File: config.mk
export PLATFORM = sky130hd
export DESIGN_NAME = keypad_scanner_flat
export DESIGN_NICKNAME = d
export VERILOG_FILES = /design/src/rtl/keypad_pkg.sv /design/src/rtl/keypad_scanner_if.sv /design/src/rtl/scan_tick_generator.sv /design/src/rtl/keypad_scanner.sv /design/src/flat_wrapper.sv
export SDC_FILE = /design/constraint.sdc
export NUM_CORES = 1
export LEC_CHECK = 0
export CORE_MARGIN = 10
export CORE_UTILIZATION = 35
export DETAILED_ROUTE_END_ITERATION = 8
export HOLD_SLACK_MARGIN = 0.12
export PLACE_DENSITY_LB_ADDON = 0.1
export SLEW_MARGIN = 20
export SYNTH_ARGS = -nofsm -noshare
export SYNTH_HDL_FRONTEND = slang
export SYNTH_SLANG_ARGS = --single-unit
export TNS_END_PERCENT = 1
File: constraint.sdc
create_clock -name clock -period 3.4 [get_ports clock]
set_input_delay 0.68 -clock clock [delete_from_list [all_inputs] [get_ports clock]]
set_output_delay 0.68 -clock clock [all_outputs]
set_load 0.01 [all_outputs]
File: src/rtl/keypad_pkg.sv
// Shared types and helpers for the matrix keypad scanner.
// Scanner FSM states, per-frame result codes and active-low vector helpers.
package keypad_pkg;

  typedef enum logic [1:0] {
    ST_IDLE     = 2'd0,
    ST_DEBOUNCE = 2'd1,
    ST_PRESSED  = 2'd2,
    ST_RELEASE  = 2'd3
  } kp_state_e;

  typedef enum logic [1:0] {
    RES_NONE   = 2'd0,
    RES_SINGLE = 2'd1,
    RES_MULTI  = 2'd2
  } frame_res_e;

  localparam logic [3:0] COLUMN_RESET = 4'b0111;

  // Lowest bit position holding a zero; 3 when only bit 3 (or nothing) is low.
  function automatic logic [1:0] zero_index(input logic [3:0] v);
    logic [1:0] idx;
    if (!v[0]) begin
      idx = 2'd0;
    end else if (!v[1]) begin
      idx = 2'd1;
    end else if (!v[2]) begin
      idx = 2'd2;
    end else begin
      idx = 2'd3;
    end
    return idx;
  endfunction

  function automatic logic [1:0] zero_count_sat(input logic [3:0] v);
    logic [2:0] n;
    n = 3'd0;
    for (int i = 0; i < 4; i++) begin
      n = n + {2'b00, ~v[i]};
    end
    return (n >= 3'd2) ? 2'd2 : n[1:0];
  endfunction

  function automatic logic one_cold(input logic [3:0] v);
    return (v == 4'b0111) || (v == 4'b1011) || (v == 4'b1101) || (v == 4'b1110);
  endfunction

endpackage

File: src/rtl/keypad_scanner_if.sv
// Keypad pin and key-report bundle between the scanner and its consumer.
interface keypad_scanner_if;
  logic [3:0] row;
  logic [3:0] column;
  logic [3:0] key_code;
  logic       key_valid;
  logic       key_down;
  logic       multi_key;

  modport master (
    input  row,
    output column, key_code, key_valid, key_down, multi_key
  );

  modport slave (
    output row,
    input  column, key_code, key_valid, key_down, multi_key
  );
endinterface

File: src/rtl/scan_tick_generator.sv
// Free-running prescaler giving a one-cycle step strobe every TICK_DIV clocks.
// Shared by the keypad scanner and the display digit multiplexer.
module scan_tick_generator #(
  parameter int TICK_DIV = 65536
) (
  input  logic clock,
  input  logic reset,
  output logic tick
);
  localparam int CW = (TICK_DIV > 2) ? $clog2(TICK_DIV) : 1;
  localparam logic [CW-1:0] LAST = CW'(TICK_DIV - 1);

  logic [CW-1:0] count_r;

  assign tick = (count_r == LAST);

  // Prescaler wraps to zero on the strobe cycle.
  always_ff @(posedge clock) begin
    if (!reset) begin
      count_r <= {CW{1'b0}};
    end else if (tick) begin
      count_r <= {CW{1'b0}};
    end else begin
      count_r <= count_r + CW'(1);
    end
  end
endmodule

File: src/rtl/keypad_scanner.sv
// 4x4 matrix keypad scanner: one-cold column drive, row sampling per step,
// whole-frame debounce of a single key with multi-key detection.
module keypad_scanner
  import keypad_pkg::*;
#(
  parameter int TICK_DIV = 65536,
  parameter int DEBOUNCE = 4
) (
  input  logic              clock,
  input  logic              reset,
  keypad_scanner_if.master  kp
);
  localparam int CW = $clog2(DEBOUNCE + 1);
  localparam logic [CW-1:0] CNT_ONE = CW'(1);
  localparam logic [CW-1:0] CNT_MAX = CW'(DEBOUNCE);

  logic            tick_s;
  logic [3:0]      sync1_r, sync2_r;
  logic [3:0]      column_r, column_s;
  logic [1:0]      acc_cnt_r, acc_cnt_s;
  logic [3:0]      acc_code_r, acc_code_s;
  logic [1:0]      col_idx_s, row_idx_s, row_hits_s, sum_sat_s;
  logic [2:0]      sum_s;
  logic [3:0]      frame_code_s;
  logic            col_ok_s, frame_end_s;
  frame_res_e      res_s;
  kp_state_e       state_r, state_s;
  logic [CW-1:0]   cnt_r, cnt_s;
  logic [3:0]      cand_r, cand_s;
  logic [3:0]      key_code_r, key_code_s;
  logic            key_down_r, key_down_s;
  logic            key_valid_r, key_valid_s;
  logic            multi_r, multi_s;

  scan_tick_generator #(.TICK_DIV(TICK_DIV)) u_tick (
    .clock (clock),
    .reset (reset),
    .tick  (tick_s)
  );

  // Two-flop synchronizer on the asynchronous row pins.
  always_ff @(posedge clock) begin
    if (!reset) begin
      sync1_r <= 4'hF;
      sync2_r <= 4'hF;
    end else begin
      sync1_r <= kp.row;
      sync2_r <= sync1_r;
    end
  end

  // Column stepping and per-frame accumulation of pressed positions.
  always_comb begin
    col_ok_s     = one_cold(column_r);
    col_idx_s    = zero_index(column_r);
    row_idx_s    = zero_index(sync2_r);
    row_hits_s   = col_ok_s ? zero_count_sat(sync2_r) : 2'd0;
    sum_s        = {1'b0, acc_cnt_r} + {1'b0, row_hits_s};
    sum_sat_s    = (sum_s >= 3'd2) ? 2'd2 : sum_s[1:0];
    frame_end_s  = tick_s && (column_r == 4'b1110);
    column_s     = column_r;
    acc_cnt_s    = acc_cnt_r;
    acc_code_s   = acc_code_r;
    frame_code_s = acc_code_r;
    if ((acc_cnt_r == 2'd0) && (row_hits_s != 2'd0)) begin
      frame_code_s = {col_idx_s, row_idx_s};
    end else begin
      frame_code_s = acc_code_r;
    end
    case (sum_sat_s)
      2'd0:    res_s = RES_NONE;
      2'd1:    res_s = RES_SINGLE;
      default: res_s = RES_MULTI;
    endcase
    if (tick_s) begin
      column_s = col_ok_s ? {column_r[0], column_r[3:1]} : COLUMN_RESET;
      if (frame_end_s) begin
        acc_cnt_s  = 2'd0;
        acc_code_s = 4'h0;
      end else begin
        acc_cnt_s  = sum_sat_s;
        acc_code_s = frame_code_s;
      end
    end else begin
      column_s = column_r;
    end
  end

  // Debounce FSM, advanced only when a frame completes.
  always_comb begin
    state_s     = state_r;
    cnt_s       = cnt_r;
    cand_s      = cand_r;
    key_code_s  = key_code_r;
    key_down_s  = key_down_r;
    key_valid_s = 1'b0;
    multi_s     = multi_r;
    if (frame_end_s) begin
      multi_s = (res_s == RES_MULTI);
      case (state_r)
        ST_IDLE: begin
          if (res_s == RES_SINGLE) begin
            cand_s = frame_code_s;
            cnt_s  = CNT_ONE;
            if (DEBOUNCE == 1) begin
              state_s     = ST_PRESSED;
              key_code_s  = frame_code_s;
              key_down_s  = 1'b1;
              key_valid_s = 1'b1;
            end else begin
              state_s = ST_DEBOUNCE;
            end
          end else begin
            state_s = ST_IDLE;
          end
        end
        ST_DEBOUNCE: begin
          if ((res_s == RES_SINGLE) && (frame_code_s == cand_r)) begin
            cnt_s = cnt_r + CNT_ONE;
            if ((cnt_r + CNT_ONE) == CNT_MAX) begin
              state_s     = ST_PRESSED;
              key_code_s  = cand_r;
              key_down_s  = 1'b1;
              key_valid_s = 1'b1;
            end else begin
              state_s = ST_DEBOUNCE;
            end
          end else if (res_s == RES_SINGLE) begin
            cand_s = frame_code_s;
            cnt_s  = CNT_ONE;
          end else begin
            state_s = ST_IDLE;
            cnt_s   = {CW{1'b0}};
          end
        end
        ST_PRESSED: begin
          if (res_s == RES_NONE) begin
            cnt_s = CNT_ONE;
            if (DEBOUNCE == 1) begin
              state_s    = ST_IDLE;
              key_down_s = 1'b0;
            end else begin
              state_s = ST_RELEASE;
            end
          end else if ((res_s == RES_SINGLE) && (frame_code_s != key_code_r)) begin
            state_s = ST_RELEASE;
            cnt_s   = {CW{1'b0}};
          end else begin
            state_s = ST_PRESSED;
          end
        end
        ST_RELEASE: begin
          if (res_s == RES_NONE) begin
            cnt_s = cnt_r + CNT_ONE;
            if ((cnt_r + CNT_ONE) == CNT_MAX) begin
              state_s    = ST_IDLE;
              key_down_s = 1'b0;
              cnt_s      = {CW{1'b0}};
            end else begin
              state_s = ST_RELEASE;
            end
          end else if ((res_s == RES_SINGLE) && (frame_code_s == key_code_r)) begin
            state_s = ST_PRESSED;
          end else begin
            cnt_s = {CW{1'b0}};
          end
        end
        default: begin
          state_s    = ST_IDLE;
          cnt_s      = {CW{1'b0}};
          key_down_s = 1'b0;
        end
      endcase
    end else begin
      state_s = state_r;
    end
  end

  // State and output registers.
  always_ff @(posedge clock) begin
    if (!reset) begin
      column_r    <= COLUMN_RESET;
      acc_cnt_r   <= 2'd0;
      acc_code_r  <= 4'h0;
      state_r     <= ST_IDLE;
      cnt_r       <= {CW{1'b0}};
      cand_r      <= 4'h0;
      key_code_r  <= 4'h0;
      key_down_r  <= 1'b0;
      key_valid_r <= 1'b0;
      multi_r     <= 1'b0;
    end else begin
      column_r    <= column_s;
      acc_cnt_r   <= acc_cnt_s;
      acc_code_r  <= acc_code_s;
      state_r     <= state_s;
      cnt_r       <= cnt_s;
      cand_r      <= cand_s;
      key_code_r  <= key_code_s;
      key_down_r  <= key_down_s;
      key_valid_r <= key_valid_s;
      multi_r     <= multi_s;
    end
  end

  assign kp.column    = column_r;
  assign kp.key_code  = key_code_r;
  assign kp.key_valid = key_valid_r;
  assign kp.key_down  = key_down_r;
  assign kp.multi_key = multi_r;
endmodule

File: src/flat_wrapper.sv
// flat-port wrapper written by rule: the top's interface ports become plain ports
module keypad_scanner_flat import keypad_pkg::*;
#(
  parameter int TICK_DIV = 65536,
  parameter int DEBOUNCE = 4
)
  (clock, reset, kp_row, kp_column, kp_key_code, kp_key_valid, kp_key_down, kp_multi_key);
  keypad_scanner_if kp_i ();
  input  logic clock;
  input  logic reset;
  input wire logic [$bits(kp_i.row)-1:0] kp_row;
  output wire logic [$bits(kp_i.column)-1:0] kp_column;
  output wire logic [$bits(kp_i.key_code)-1:0] kp_key_code;
  output wire logic [$bits(kp_i.key_valid)-1:0] kp_key_valid;
  output wire logic [$bits(kp_i.key_down)-1:0] kp_key_down;
  output wire logic [$bits(kp_i.multi_key)-1:0] kp_multi_key;
  assign kp_i.row = kp_row;
  assign kp_column = kp_i.column;
  assign kp_key_code = kp_i.key_code;
  assign kp_key_valid = kp_i.key_valid;
  assign kp_key_down = kp_i.key_down;
  assign kp_multi_key = kp_i.multi_key;
  keypad_scanner #(.TICK_DIV(TICK_DIV), .DEBOUNCE(DEBOUNCE)) u_core (.clock(clock), .reset(reset), .kp(kp_i));
endmodule
==> flow_metrics.tcl, run 1 <==
set metrics [dict create \
    regArea_um2 1000 \
    hold_path.class "reg -> reg" \
    p_leak_nw 1.32 \
    synth_common_cells "dfxtp_1 (50), nand2_1 (44), nor2_1 (29)" \
    syn_to_final_growth_pct 24.5 \
    hold_buffers 0 \
    routed_wl_um 7240 \
    drtIter0Drc 84 \
    setup_viol 0 \
    grt_max_degree 18 \
    drv_slew 0 \
    wire_per_inst_um 15.0 \
    nFillCells 804 \
    gr-total-overflow 0 \
    syn-num-nets 355 \
    layout_setup_ws_ns 0.0128 \
    crit_path_top_delay_cell "or4_4" \
    drt-pass1-iter-count 4 \
    vdd_drop_max_mv 0.218 \
    cp.arrival_ns 3.65 \
    max_freq_ghz 0.295 \
    final_cells 483 \
    p_sw_mw 0.334 \
    async_reset_ff_frac 0 \
    rrSetupSlack_ns 0.01 \
    path_class "reg -> reg" \
    tightest_slew_ns 0.575 \
    dpl_worst_slack_ns -0.0971 \
    cp-startpoint "u_core.sync2_r[1]" \
    synthCells 340 \
    avgSynthCellArea_um2 8.29 \
    r2r-end "u_core.cnt_r[2]" \
    cp.depth 16 \
    ant_nets 0 \
    p_int_mw 0.912 \
    htreeDepth 2 \
    synthDistinctLibCells 65 \
    cts_buffers 5 \
    power_frac_clock 0.367 \
    syn_area_um2 2820 \
    grt_pass1_wl_um 12200 \
    core_um2 7770 \
    final_hold_viol_count 0 \
    diodes 0 \
    die_height_um 110 \
    final_nets 395 \
    rsz0062_at_grt "true" \
    min_period_ns 3.39 \
    maxCapViolCount 0 \
    relSlewSlack 0.615 \
    crit_end "u_core.cnt_r[2]" \
    antenna_found_initial 0 \
    status "finished, final reports clean" \
    critical_path.max_stage_delay_ns 0.51 \
    reg2regPathDepth 16 \
    initial_core_util 0.363 \
    fin_setup_tns_ns 0 \
    worstPathRequired_ns 3.66 \
    crit_path_max_fanout 3 \
    ys_seq_area_frac 0.355 \
    final_cell_area_um2 3510 \
    vias 2493 \
    critPathBufInv 3 \
    crit_family "adder cells" \
    hpwl_um 5290 \
    clk_latency_ns 0.32 \
    gp_congestion 0.840 \
    synth_flop_cell "dfxtp_1" \
    root_buffer "clkbuf_8" \
    power_density_nw_per_um2 355 \
    grt_use_total 0.126 \
    seq_power_share 0.480 \
    die_area_um2 12000 \
    io_buffers 16 \
    period_share 0.996 \
    crit_path_end_kind "flop" \
    path_clk_slew_ns 0.10 \
    yosysWarnings 0 \
    synth_area_leader_cell "dfxtp_1" \
    placedCellCount 469 \
    path_cells "inv_2 > ha_4 > inv_2 > fa_2 > ha_4 > nor3b_2 > ha_2 > fa_2 > nor2_4 > buf_6 > o21a_1 > nor2_2 > or4_4 > nor3_4 > a21oi_1 > o21ai_1" \
    comb_power_share 0.152 \
    dieWidth_um 110 \
    layout-drive-gt1-share 0.192 \
    tritoncts "built" \
    cts_max_path_buffers 2 \
    synth_area_leaders "dfxtp_1 (36%), nand2_1 (5.9%), xor2_1 (5.3%), nor2_1 (3.9%), ha_1 (3.1%)" \
    r2r-start "u_core.sync2_r[1]" \
    start_kind "flop" \
    synth_edf_count 0 \
    avgViaCountPerCell 5.16 \
    ys_ff_latch 50 \
    num_rows 32 \
    cts_sinks 50 \
    fin_worst_skew_ns 0.00572 \
    synth_most_common_cell "dfxtp_1" \
    drc 0 \
    synth_top_area_share 0.355 \
    dpl-instance-area_um2 3240 \
    power_switching_share 0.268 \
    ioPinCount 17 \
    multiInputGateArea_um2 1820 \
    grt_pass1_vias 2471 \
]
area by class of cell:
cell class,instances,share of cell area
Timing Repair Buffer,47,0.114
Clock buffer,5,0.0196
Sequential cell,50,0.286
Tap cell,102,0.0364
Inverter,11,0.0118
Multi-Input combinational cell,265,0.519
Clock inverter,3,0.0136
through the flow:
step | total power [mW] | hold slack, ns | util
finish | 1.25 | 0.422 | 0.452
global route | 1.30 | 0.447 | 0.452
CTS | 1.24 | 0.431 | 0.440
detailed placement | 0.774 | 0.402 | 0.417
global placement | 0.774 | 0.398 | 0.417
floorplan | 0.712 | 0.386 | -
repair_timing:
| item | 4_1_cts | 5_1_grt |
|---|---|---|
| buffers inserted | 1 | 5 |
| gates resized for setup | 11 | 14 |
| gates cloned | 0 | 0 |
| setup endpoints to repair | 2 | 12 |
| hold endpoints to repair | 0 | 0 |
| pin swaps | 3 | 13 |
layout by cell type, fill, tap and decap left out, types with 3 or more instances in the layout:
cell / n
and3_1: 5
or3_1: 4
clkdlybuf4s50_1: 16
nor4_1: 6
dfxtp_1: 48
a21oi_1: 11
o21ai_0: 13
nand3_1: 12
o21a_1: 3
nand2_1: 44
inv_2: 3
nor3_1: 6
clkbuf_8: 5
buf_4: 29
nor2_1: 26
nand2b_1: 12
ha_1: 4
inv_1: 8
a21o_1: 3
nand4_1: 5
and2_1: 9
mux2i_1: 4
xor2_1: 17
o22ai_1: 3
a31oi_1: 4
a21boi_0: 7
xnor2_1: 6
sequential cells by signal, summed over array words and instances (netlist names):
name,count
u_core.sync2_r,4
u_core.kp.key_valid,1
u_core.sync1_r,4
u_core.kp.multi_key,1
u_core.acc_cnt_r,2
u_core.kp.key_code,4
u_core.state_r,2
u_core.cnt_r,3
u_core.cand_r,4
u_core.kp.key_down,1
u_core.u_tick.count_r,16
u_core.kp.column,4
u_core.acc_code_r,4
worst min path at each step:
stage / from / end / slack (ns) / cells after the start
after floorplan: u_core.sync1_r[0] / u_core.sync2_r[0] / 0.39 / 1
after global placement: u_core.sync1_r[2] / u_core.sync2_r[2] / 0.40 / 1
after detailed placement: u_core.sync1_r[0] / u_core.sync2_r[0] / 0.40 / 1
after CTS: u_core.sync1_r[3] / u_core.sync2_r[3] / 0.43 / 1
after global routing: u_core.sync1_r[0] / u_core.sync2_r[0] / 0.45 / 1
final: u_core.sync1_r[1] / u_core.sync2_r[1] / 0.42 / 1
logic make-up after synthesis:
family / synth area share
AND/OR/NAND/NOR: 0.301
AO/OA/AOI/OAI: 0.174
flip-flops: 0.355
buffers and inverters: 0.0391
XOR/XNOR: 0.0715
adder cells (fa/ha/maj): 0.0453
multiplexers: 0.0142
worst register-to-register path: cells and delay by family, from the launching register on:
| kind | cells | cell delay (ns) |
|---|---|---|
| buffers and inverters | 3 | 0.19 |
| AO/OA/AOI/OAI | 3 | 0.35 |
| adder cells (fa/ha/maj) | 5 | 1.47 |
| flip-flops | 1 | 0.35 |
| AND/OR/NAND/NOR | 5 | 0.97 |
power groups by stage:
stage          sequential (mW)  combinational (mW)  clock [mW]
2_1_floorplan            0.610               0.102           0
3_3_place_gp             0.611               0.163           0
3_5_place_dp             0.611               0.163           0
4_1_cts                  0.598               0.172       0.471
5_1_grt                  0.600               0.207       0.498
6_report                 0.598               0.190       0.457
layer usage:
layer	GRT usage	up-vias	routed length [µm]
li1	-	1285	-
met4	0.0362	0	101
met2	0.203	38	3340
met5	0	-	0
met1	0.163	1163	3480
met3	0.0298	7	318
(Power assumes the default switching activity.)
==> run 2: changes to the inputs <==
SLEW_MARGIN = 40   (was 20)
==> results of run 2 <==
Final layout, timing and power as in run 1 (identical DEF).
==> run 3: changes to the inputs <==
CORE_UTILIZATION = 38   (was 35)
CTS_CLUSTER_DIAMETER = 100   (was default)
==> flow_metrics.tcl, run 3 (synthesis results as in run 1) <==
set metrics [dict create \
    status "finished, final reports clean" \
    ant_nets 0 \
    path_clk_slew_ns 0.10 \
    cts_max_path_buffers 2 \
    wire_per_inst_um 14.4 \
    final_nets 395 \
    ioPinCount 17 \
    vias 2508 \
    layout-drive-gt1-share 0.184 \
    crit_path_max_fanout 3 \
    final_hold_viol_count 0 \
    gp_congestion 0.844 \
    final_common_cell "dfxtp_1" \
    min_period_ns 3.34 \
    relSlewSlack 0.494 \
    fin_setup_tns_ns 0 \
    htreeDepth 2 \
    dpl_worst_slack_ns -0.0637 \
    p_sw_mw 0.303 \
    drtIter0Drc 65 \
    fin_hold_ws_ns 0.416 \
    root_buffer "clkbuf_8" \
    core_um2 7210 \
    diodes 0 \
    io_buffers 16 \
    period_share 0.982 \
    rsz0062_at_grt "true" \
    drv_slew 0 \
    die_height_um 106 \
    cp.arrival_ns 3.56 \
    grt_use_total 0.125 \
    drt-pass1-iter-count 4 \
    clk_latency_ns 0.30 \
    fin_worst_skew_ns 0.0114 \
    nFillCells 737 \
    vdd_drop_max_mv 0.199 \
    avgViaCountPerCell 5.24 \
    dpl-instance-area_um2 3260 \
    dieWidth_um 106 \
    p_leak_nw 1.31 \
    setup_viol 0 \
    gr-total-overflow 0 \
    initial_core_util 0.391 \
    die_area_um2 11300 \
    p_int_mw 0.823 \
    path_class "reg -> reg" \
    grt_pass1_vias 2508 \
    final_cell_area_um2 3440 \
    num_rows 31 \
    maxCapViolCount 0 \
    drc 0 \
    utilization 0.477 \
    top_register "u_core.u_tick.count_r" \
    largest_reg_flops 16 \
    power_frac_clock 0.309 \
    tritoncts "built" \
    max_freq_ghz 0.300 \
    worstPathRequired_ns 3.62 \
    syn_to_final_growth_pct 22.2 \
    antenna_found_initial 0 \
    hpwl_um 5160 \
    power_density_nw_per_um2 327 \
    tightest_slew_ns 0.757 \
    power_switching_share 0.269 \
    cts_sinks 50 \
    start_kind "flop" \
    comb_power_share 0.160 \
    most-common-layout-cells "dfxtp_1 (48), nand2_1 (44), buf_4 (30)" \
    grt_max_degree 22 \
    layout_setup_ws_ns 0.0629 \
    crit_path_end_kind "flop" \
    hold_path.class "reg -> reg" \
    routed_wl_um 6920 \
    grt_pass1_wl_um 11900 \
    cts_buffers 5 \
    seq_power_share 0.531 \
]
[run 3: timing repair]
item / CTS / global route
endpoints found under the setup margin: 4 / 14
pin swaps: 5 / 8
resized for setup: 7 / 13
setup buffers: 0 / 3
hold buffers: 0 / 0
[run 3: worst max-delay path: stages, from the launching register on]
cell and delay, ns:
dfxtp_2 0.33, inv_1 0.04, ha_1 0.26, inv_1 0.04, fa_2 0.32, ha_2 0.19
nor3b_2 0.15, ha_2 0.20, fa_2 0.48, nor2_4 0.13, buf_4 0.12, nand3_2 0.06
or4_4 0.51, a2111oi_2 0.21, nor4bb_1 0.22
[run 3: worst paths after layout]
kind	to	slack [ns]	cells past startpoint	from
worst max-delay path	u_core.kp.key_valid	0.06	14	u_core.sync2_r[0]
worst min-delay path	u_core.sync2_r[2]	0.42	1	u_core.sync1_r[2]
worst max register to register	u_core.kp.key_valid	0.06	14	u_core.sync2_r[0]
worst min register to register	u_core.sync2_r[2]	0.42	1	u_core.sync1_r[2]
[run 3: stage by stage]
stage | instances | total power, mW
2_1_floorplan | 340 | 0.712
3_3_place_gp | 469 | 0.777
3_5_place_dp | 469 | 0.777
4_1_cts | 476 | 1.13
5_1_grt | 479 | 1.18
6_report | 479 | 1.13
[run 3: power groups by stage]
stage	Sequential, mW	Clock (mW)	Combinational [mW]
floorplan	0.610	0	0.102
CTS	0.598	0.362	0.171
global placement	0.611	0	0.165
detailed placement	0.611	0	0.166
global route	0.599	0.381	0.197
finish	0.598	0.348	0.180
[run 3: cell type report]
type,count,area [µm²],area share
Sequential cell,50,1000,0.292
Tap cell,99,124,0.0360
Clock buffer,5,68.8,0.0200
Inverter,11,41.3,0.0120
Timing Repair Buffer,47,397,0.115
Multi-Input combinational cell,265,1790,0.521
Clock inverter,2,13.8,0.00400
[run 3: per-layer routing]
| metal | vias up | global-route usage | part of all wire |
|---|---|---|---|
| li1 | 1282 | - | - |
| met1 | 1182 | 0.165 | 0.49 |
| met2 | 36 | 0.204 | 0.46 |
| met3 | 8 | 0.0229 | 0.035 |
| met4 | 0 | 0.0309 | 0.0098 |
| met5 | - | 0 | 0 |
